--- src/rtl/bch63_56_encoder.sv ---
// Systematic BCH(63,56) encoder: latches a 56-bit message, streams the 63-bit
// codeword MSB first with a bit-serial LFSR for parity, and reports it in parallel.
module bch63_56_encoder #(
  parameter int                 MSG_W   = 56,
  parameter int                 PAR_W   = 7,
  parameter logic [PAR_W-1:0]   GEN_LOW = 7'h45
) (
  input  logic                     clk,
  input  logic                     rst_n,
  input  logic [MSG_W-1:0]         msg_in,
  input  logic                     msg_valid,
  output logic                     msg_ready,
  input  logic                     out_ready,
  output logic                     code_bit,
  output logic                     code_valid,
  output logic                     code_first,
  output logic                     code_last,
  output logic [MSG_W+PAR_W-1:0]   cw_out,
  output logic                     cw_done
);

  localparam int          CW_W         = MSG_W + PAR_W;
  localparam logic [5:0]  CNT_MSG_LAST = 6'(MSG_W - 1);
  localparam logic [5:0]  CNT_PAR_LAST = 6'(PAR_W - 1);

  typedef enum logic [1:0] {IDLE, MSG, PAR} state_t;

  state_t              state_reg, state_next;
  logic [MSG_W-1:0]    msg_reg;
  logic [PAR_W-1:0]    r_reg;
  logic [5:0]          cnt_reg;
  logic [CW_W-2:0]     cw_acc_reg;
  logic [CW_W-1:0]     cw_out_reg;
  logic                cw_done_reg;
  logic                xfer;
  logic                fb;

  always_comb begin
    state_next = state_reg;
    msg_ready  = 1'b0;
    code_valid = 1'b0;
    code_bit   = 1'b0;
    code_first = 1'b0;
    code_last  = 1'b0;
    case (state_reg)
      IDLE: begin
        msg_ready = 1'b1;
        if (msg_valid) state_next = MSG;
      end
      MSG: begin
        code_valid = 1'b1;
        code_bit   = msg_reg[MSG_W-1];
        code_first = (cnt_reg == 6'd0);
        if (out_ready && cnt_reg == CNT_MSG_LAST) state_next = PAR;
      end
      PAR: begin
        code_valid = 1'b1;
        code_bit   = r_reg[PAR_W-1];
        code_last  = (cnt_reg == CNT_PAR_LAST);
        if (out_ready && cnt_reg == CNT_PAR_LAST) state_next = IDLE;
      end
      default: state_next = IDLE;
    endcase
  end

  assign xfer = code_valid & out_ready;
  assign fb   = code_bit ^ r_reg[PAR_W-1];

  always_ff @(posedge clk or negedge rst_n) begin
    if (!rst_n) begin
      state_reg   <= IDLE;
      msg_reg     <= '0;
      r_reg       <= '0;
      cnt_reg     <= '0;
      cw_acc_reg  <= '0;
      cw_out_reg  <= '0;
      cw_done_reg <= 1'b0;
    end else begin
      state_reg   <= state_next;
      cw_done_reg <= 1'b0;
      if (msg_valid && msg_ready) begin
        msg_reg <= msg_in;
        r_reg   <= '0;
        cnt_reg <= '0;
      end else if (xfer) begin
        // Every transmitted bit is also collected so the parallel codeword
        // is simply the serial stream, independent of the message register.
        cw_acc_reg <= {cw_acc_reg[CW_W-3:0], code_bit};
        if (state_reg == MSG) begin
          msg_reg <= msg_reg << 1;
          r_reg   <= {r_reg[PAR_W-2:0], 1'b0} ^ (fb ? GEN_LOW : '0);
          cnt_reg <= (cnt_reg == CNT_MSG_LAST) ? 6'd0 : cnt_reg + 6'd1;
        end else begin
          r_reg   <= {r_reg[PAR_W-2:0], 1'b0};
          cnt_reg <= cnt_reg + 6'd1;
          if (cnt_reg == CNT_PAR_LAST) begin
            cw_out_reg  <= {cw_acc_reg, code_bit};
            cw_done_reg <= 1'b1;
            cnt_reg     <= 6'd0;
          end
        end
      end
    end
  end

  assign cw_out  = cw_out_reg;
  assign cw_done = cw_done_reg;

endmodule

--- config.mk ---
export PLATFORM = sky130hd
export DESIGN_NAME = bch63_56_encoder
export DESIGN_NICKNAME = d
export VERILOG_FILES = /design/src/rtl/bch63_56_encoder.sv
export SDC_FILE = /design/constraint.sdc
export NUM_CORES = 1
export LEC_CHECK = 0
export CAP_MARGIN = 20
export CORE_ASPECT_RATIO = 1.25
export CORE_MARGIN = 2
export CORE_UTILIZATION = 30
export DETAILED_ROUTE_END_ITERATION = 8
export HOLD_SLACK_MARGIN = 0.05
export PLACE_DENSITY = 0.55
export SLEW_MARGIN = 20
export SYNTH_ARGS = -nofsm -noshare
export SYNTH_HDL_FRONTEND = slang
export SYNTH_SLANG_ARGS = --single-unit
--- constraint.sdc ---
create_clock -name clk -period 5.6 [get_ports clk]
set_clock_uncertainty 0.05 [all_clocks]
set_input_delay 0.84 -clock clk [delete_from_list [all_inputs] [get_ports clk]]
set_output_delay 0.84 -clock clk [all_outputs]
set_load 0.05 [all_outputs]
==> results of run 1 <==
layer usage:
metal / track usage / vias up / share of wire
met3: 0.0438 / 11 / 0.062
met5: 0 / - / 0
met1: 0.160 / 2561 / 0.48
met4: 0.0280 / 0 / 0.0090
met2: 0.178 / 100 / 0.45
li1: - / 2640 / -
power breakdown:
| part | internal (mW) | switching (mW) | total, mW |
|---|---|---|---|
| sequential | 1.64 | 0.133 | 1.77 |
| combinational | 0.364 | 0.669 | 1.03 |
| clock | 0.599 | 0.600 | 1.20 |
Yosys cell counts (3+ instances only):
master / count / area (sq um)
and4b_1: 3 / 30.0
xnor2_1: 3 / 26.3
inv_1: 7 / 26.3
nand4_1: 3 / 18.8
buf_2: 7 / 35.0
ha_1: 8 / 100
dfrtp_1: 197 / 4930
mux2i_1: 55 / 551
clkbuf_1: 28 / 105
nor2_1: 3 / 11.3
nand3_1: 7 / 35.0
a22o_1: 6 / 52.6
mux2_1: 4 / 45.0
o21ai_0: 62 / 310
buf_6: 6 / 67.6
mux2_2: 61 / 687
nand2_1: 248 / 931
cell type report:
cell class,instances,area (sq um),area share
inverter,7,26.3,0.00255
sequential,197,4930,0.479
tap,345,432,0.0420
clock buffer,17,425,0.0414
clock inverter,15,155,0.0151
multi-input combinational,483,2980,0.289
timing repair buffer,134,1340,0.131
metrics by stage:
stage,setup slack (ns),utilization,area [sq um],instances
after floorplan,2.82,-,8120,729
after global placement,2.15,0.363,9710,1166
after detailed placement,2.08,0.363,9710,1166
after CTS,2.02,0.385,10300,1198
after global routing,1.90,0.385,10300,1198
final,2.07,0.385,10300,1198
how the worst min path moves through the flow:
stage,from,to,slack [ns],cells after the start
6_report,rst_n,cw_out[15],0.35,1
3_5_place_dp,msg_reg[20],msg_reg[20],0.42,2
2_1_floorplan,cw_acc_reg[61],cw_acc_reg[61],0.39,2
5_1_grt,rst_n,cw_acc_reg[14],0.40,1
3_3_place_gp,msg_reg[54],msg_reg[54],0.41,2
4_1_cts,rst_n,cw_out[15],0.37,1
critical path, delay by kind of cell (launching register included):
family                   cells  cell delay (ns)
buffers and inverters        2             0.98
flip-flops                   1             0.40
adder cells (fa/ha/maj)      1             0.37
AND/OR/NAND/NOR              1             0.29
AO/OA/AOI/OAI                1             0.18
kinds of logic (layout without fill, tap and decap cells):
kind of cell / after synthesis / after routing / share of synthesized area
simple gates: 275 / 275 / 0.138
flops: 197 / 197 / 0.607
mux: 120 / 120 / 0.158
compound gates: 76 / 76 / 0.0515
buf+inv: 49 / 173 / 0.0293
fa+ha+maj: 8 / 8 / 0.0123
xor+xnor: 4 / 4 / 0.00432
==> impl_results.md, run 1 <==
* Status: complete, no violations
* Initial antenna violation count at 0
* FP Rows at 67
* Hold Buf Count CTS at 0
* Critical path's largest stage delay at 0.86 ns
* Worst rel slew slack at 0.334
* Post-CTS resize count at 0
* Starting Density at 0.304
* Clk sinks at 197
* Total GRT Usage at 0.118
* Reg2reg start: state_reg[0]
* Root Buffer: clkbuf_16
* Max-slew violations at 0
* Pwr Density at approximately 390 nW/um^2
* Crit path from: state_reg[1]
* Num CTS Buffers at 17
* First-pass GRT wire length at approximately 27000 um
* Most common cell after layout, fill and taps aside: nand2_1
* Commonest cells after routing, fill and taps aside: 248 x nand2_1, 197 x dfrtp_1, 127 x clkdlybuf4s50_1
* Worst Reg2Reg Path Length in Cells at 6
* DR vias/cell at 4.43
* Post-route clock period utilization at 0.631
* Min-delay worst type: input port to async pin
* Die extent in y at around 190 um
* Detailed Place HPWL at 10400 um
* Input/output buffers at roughly 130
* FMAX at 283 MHz
* Setup bufs post-CTS at 0
* Final setup violation count at 0
* Die footprint at 28400 sq um
* CP Data Arrival Time at around 2.6 ns
* Critical path, cell by cell: inv_1, ha_1, a22oi_1, nor2b_1, clkdlybuf4s50_1
* Final net count at 908
* Worst hold slack at 0.354 ns
* EDFF count, synth at 0
* Maxcap violations at 0
* CTS clock-pin slew for the worst setup and hold paths at around 0.07 ns
* ANT nets after route at 0
* Worst-Skew Late Latency at roughly 0.43 ns
* Least-Margin Pin Slew at ~1.0 ns
* Clock Path Buffers at 2
* Reg2Reg Setup Slack at 2.68 ns
* Worst setup EP type: output pin
* Setup_tns at 0 ns
* GP Congestion at just under 0.7
* Area Growth Syn to Fin at 26.7%
* LEAKAGE at roughly 4.9 nW
* Min Tclk post-route at about 3.5 ns
* R2r endpoint: msg_reg[18]
* Register area share after synthesis at 0.607
* Routed via count at approximately 5300
* Synthesized area at 8120 sq um
* Core ar. at approximately 27000 sq um
* Number of synthesized register bits at about 200
* Detailed Route WL at around 16000 um
* RSZ-0062 raised after global routing: no
* Mapped Cells at about 730
* Setup CP Type: flop to output pin
* # DRC at 0
* # IOs at ~130
* Die Width at approximately 150 um
* Largest register FFs at 63
* Top_reg_cell synth: dfrtp_1
* Crit path max fanout at 5
* CTS tree: built
* Async S/R FF share, synth at 1.00
* Gr ovfl total at 0
* Critical Path End: code_bit
* Overall Power at 4.00 mW
* Worst path slowest cell: clkdlybuf4s50_1
* Final Hold Fails at 0
* Routed len/inst at approximately 14 um
* Filler Cell Count at between 2000 and 3000
* Share of cells above drive strength 1 at 0.127
* Vias in the first global route at ~5100
* Critical Path RT at between 4 and 5 ns
* Distinct cell type count after synthesis at 35
* Starting DRC count in detailed routing at 187
* Largest net degree at the start of global routing at roughly 130
* Synth Net Count at 797
* Peak supply drop at around 330 uV
* Pre-antenna DRT Iters at 4
* Htree depth at 4
* CP Launch Type: flop
* N_diodes at 0
* Syn avg cell area at ~11 sq um
* YS warnings at 0
(Power assumes the default switching activity.)
==> run 2, diff against run 1 <==
Clock period 5.6 ns to 3.3 ns, I/O delays scaled along.
==> impl_results.md, run 2 (synthesized netlist as in run 1, its figures left out) <==
* Detailed Place HPWL at 10800 um (+3.6%)
* Largest register FFs at 63 (unchanged)
* Maxcap violations at 0 (unchanged)
* Worst Reg2Reg Path Length in Cells at 7 (+1)
* Critical path, cell by cell: nor3_2, nand3_2, nor2_1, clkdlybuf4s50_1
* Routed via count at 5342 (+0.56%)
* Input/output buffers at 128 (unchanged)
* Root Buffer: clkbuf_16
* Worst hold slack at 0.429 ns (+0.0753 ns)
* CP Launch Type: flop
* RSZ-0062 raised after global routing: no
* Routed len/inst at 13.6 um (+0.86%)
* N_diodes at 0 (unchanged)
* Overall Power at 6.93 mW (+73%)
* CTS clock-pin slew for the worst setup and hold paths at 0.07 ns (about the same)
* Non-Filler Instances at 1206 (+0.67%)
* Worst-Skew Late Latency at 0.43 ns (about the same)
* Dpl cells at 1174 (+0.69%)
* Min-delay worst type: input port to async pin
* # IOs at 129 (unchanged)
* Num CTS Buffers at 17 (unchanged)
* Crit path max fanout at 8 (+3)
* Setup bufs post-CTS at 0 (unchanged)
* Most common cell after layout, fill and taps aside: nand2_1
* Min Tclk post-route at 2.99 ns
* Cell area after layout at 10400 sq um (+1.4%)
* Least-Margin Pin Slew at 0.715 ns (-0.284 ns)
* Die extent in y at 188 um (unchanged)
* Initial antenna violation count at 0 (unchanged)
* GP Congestion at 0.736 (+5.7%)
* Dpl ws at 0.765 ns (-1.31 ns)
* Share of cells above drive strength 1 at 0.131 (+0.00463)
* FMAX at 334 MHz
* LEAKAGE at 4.93 nW (+1.3%)
* Sw power at 2.30 mW (+64%)
* Crit path from: cnt_reg[3]
* Clock share of power at 0.300 (about the same)
* Area Growth Syn to Fin at 28.5%
* Vias in the first global route at 5327 (+3.6%)
* # DRC at 0 (unchanged)
* Worst path slowest cell: clkdlybuf4s50_1
* Pint at 4.63 mW (+78%)
* Flop pwr share at 0.434 (-0.009)
* Pwr Density at 664 nW/um^2 (+71%)
* Detailed Route WL at 16500 um (+1.5%)
* Gr ovfl total at 0 (unchanged)
* Die Width at 151 um (unchanged)
* R2r endpoint: cw_out[42]
* Sw Ratio at 0.332 (-0.0183)
* Status: complete, no violations
* Clock Path Buffers at 2 (unchanged)
* Post-Route Utilization at 0.390 (+0.00547)
* Post-route clock period utilization at 0.907
* Final worst slack at 0.306 ns (-1.76 ns)
* Placed inst area at 9840 sq um (+1.4%)
* First-pass GRT wire length at 27800 um (+4.0%)
* Critical path's largest stage delay at 0.88 ns (+0.02 ns)
* FP Rows at 67 (unchanged)
* Largest net degree at the start of global routing at 112 (-15%)
* Final setup violation count at 0 (unchanged)
* Final net count at 917 (+0.99%)
* Final Hold Fails at 0 (unchanged)
* Peak supply drop at 394 uV (+18%)
* Commonest cells after routing, fill and taps aside: 248 x nand2_1, 197 x dfrtp_1, 127 x clkdlybuf4s50_1
* Htree depth at 4 (unchanged)
* Max-slew violations at 0 (unchanged)
* Setup CP Type: flop to output pin
* Worst rel slew slack at 0.523 (+0.189)
* Die footprint at 28400 sq um (unchanged)
* Core ar. at 26700 sq um (unchanged)
* Filler Cell Count at 2638 (+0.69%)
* Critical Path RT at 2.75 ns (-1.96 ns)
* CTS tree: built
* DR vias/cell at 4.43 (-0.10%)
* Post-CTS resize count at 0 (unchanged)
* Total GRT Usage at 0.123 (+0.00551)
* Starting Density at 0.304 (unchanged)
* Hold Buf Count CTS at 1 (+1)
* Worst setup EP type: output pin
* Starting DRC count in detailed routing at 186 (-0.53%)
* Critical Path End: code_last
* Reg2reg start: state_reg[0]
* CP Data Arrival Time at 2.45 ns (-0.19 ns)
* Clk sinks at 197 (unchanged)
* Pre-antenna DRT Iters at 4 (unchanged)
* Setup_tns at 0 ns (unchanged)
* Reg2Reg Setup Slack at 1.06 ns (-1.62 ns)
* Comb pwr share at 0.267 (+0.009)
* ANT nets after route at 0 (unchanged)
-- run 2: layout make-up --
| class | count | area (sq um) | area share |
|---|---|---|---|
| flip-flops and latches | 197 | 4930 | 0.472 |
| multi-input cells | 483 | 2980 | 0.285 |
| repair buffers | 143 | 1490 | 0.143 |
| clock buffers | 21 | 460 | 0.0441 |
| well taps | 345 | 432 | 0.0414 |
| clock inverters | 10 | 121 | 0.0116 |
| inverters | 7 | 26.3 | 0.00252 |
-- run 2: how the worst min path moves through the flow --
stage,from,to,slack (ns)
2_1_floorplan,rst_n,cnt_reg[0],0.15
3_3_place_gp,rst_n,cw_out[15],0.31
3_5_place_dp,rst_n,cw_acc_reg[15],0.31
4_1_cts,rst_n,cw_out[15],0.41
5_1_grt,rst_n,cw_out[16],0.41
6_report,rst_n,cw_out[15],0.43
-- run 2: power groups by stage --
stage | sequential [mW] | combinational (mW) | clock (mW)
global route | 3.06 | 2.10 | 2.26
CTS | 3.01 | 1.90 | 2.16
floorplan | 2.99 | 1.32 | 0
finish | 3.01 | 1.85 | 2.08
global placement | 3.05 | 1.86 | 0
detailed placement | 3.05 | 1.90 | 0
-- run 2: layer usage --
layer  vias to the layer above  global-route usage  wire length, um
met3                        12              0.0353              670
met1                      2575               0.170             8040
met2                       103               0.188             7530
met4                         0              0.0352              216
met5                         -                   0                0
li1                       2652                   -                -
-- run 2: critical path: cells and delay by family, from the launching register on --
family	cells	cell delay [ns]
flops	1	0.45
buf+inv	1	0.88
simple gates	3	0.70
==> run 3, diff against run 2 <==
Settings changed: SLEW_MARGIN 20 to 30.
==> results of run 3 <==
Same layout as run 2: the final DEF is identical, and so are final timing and power.
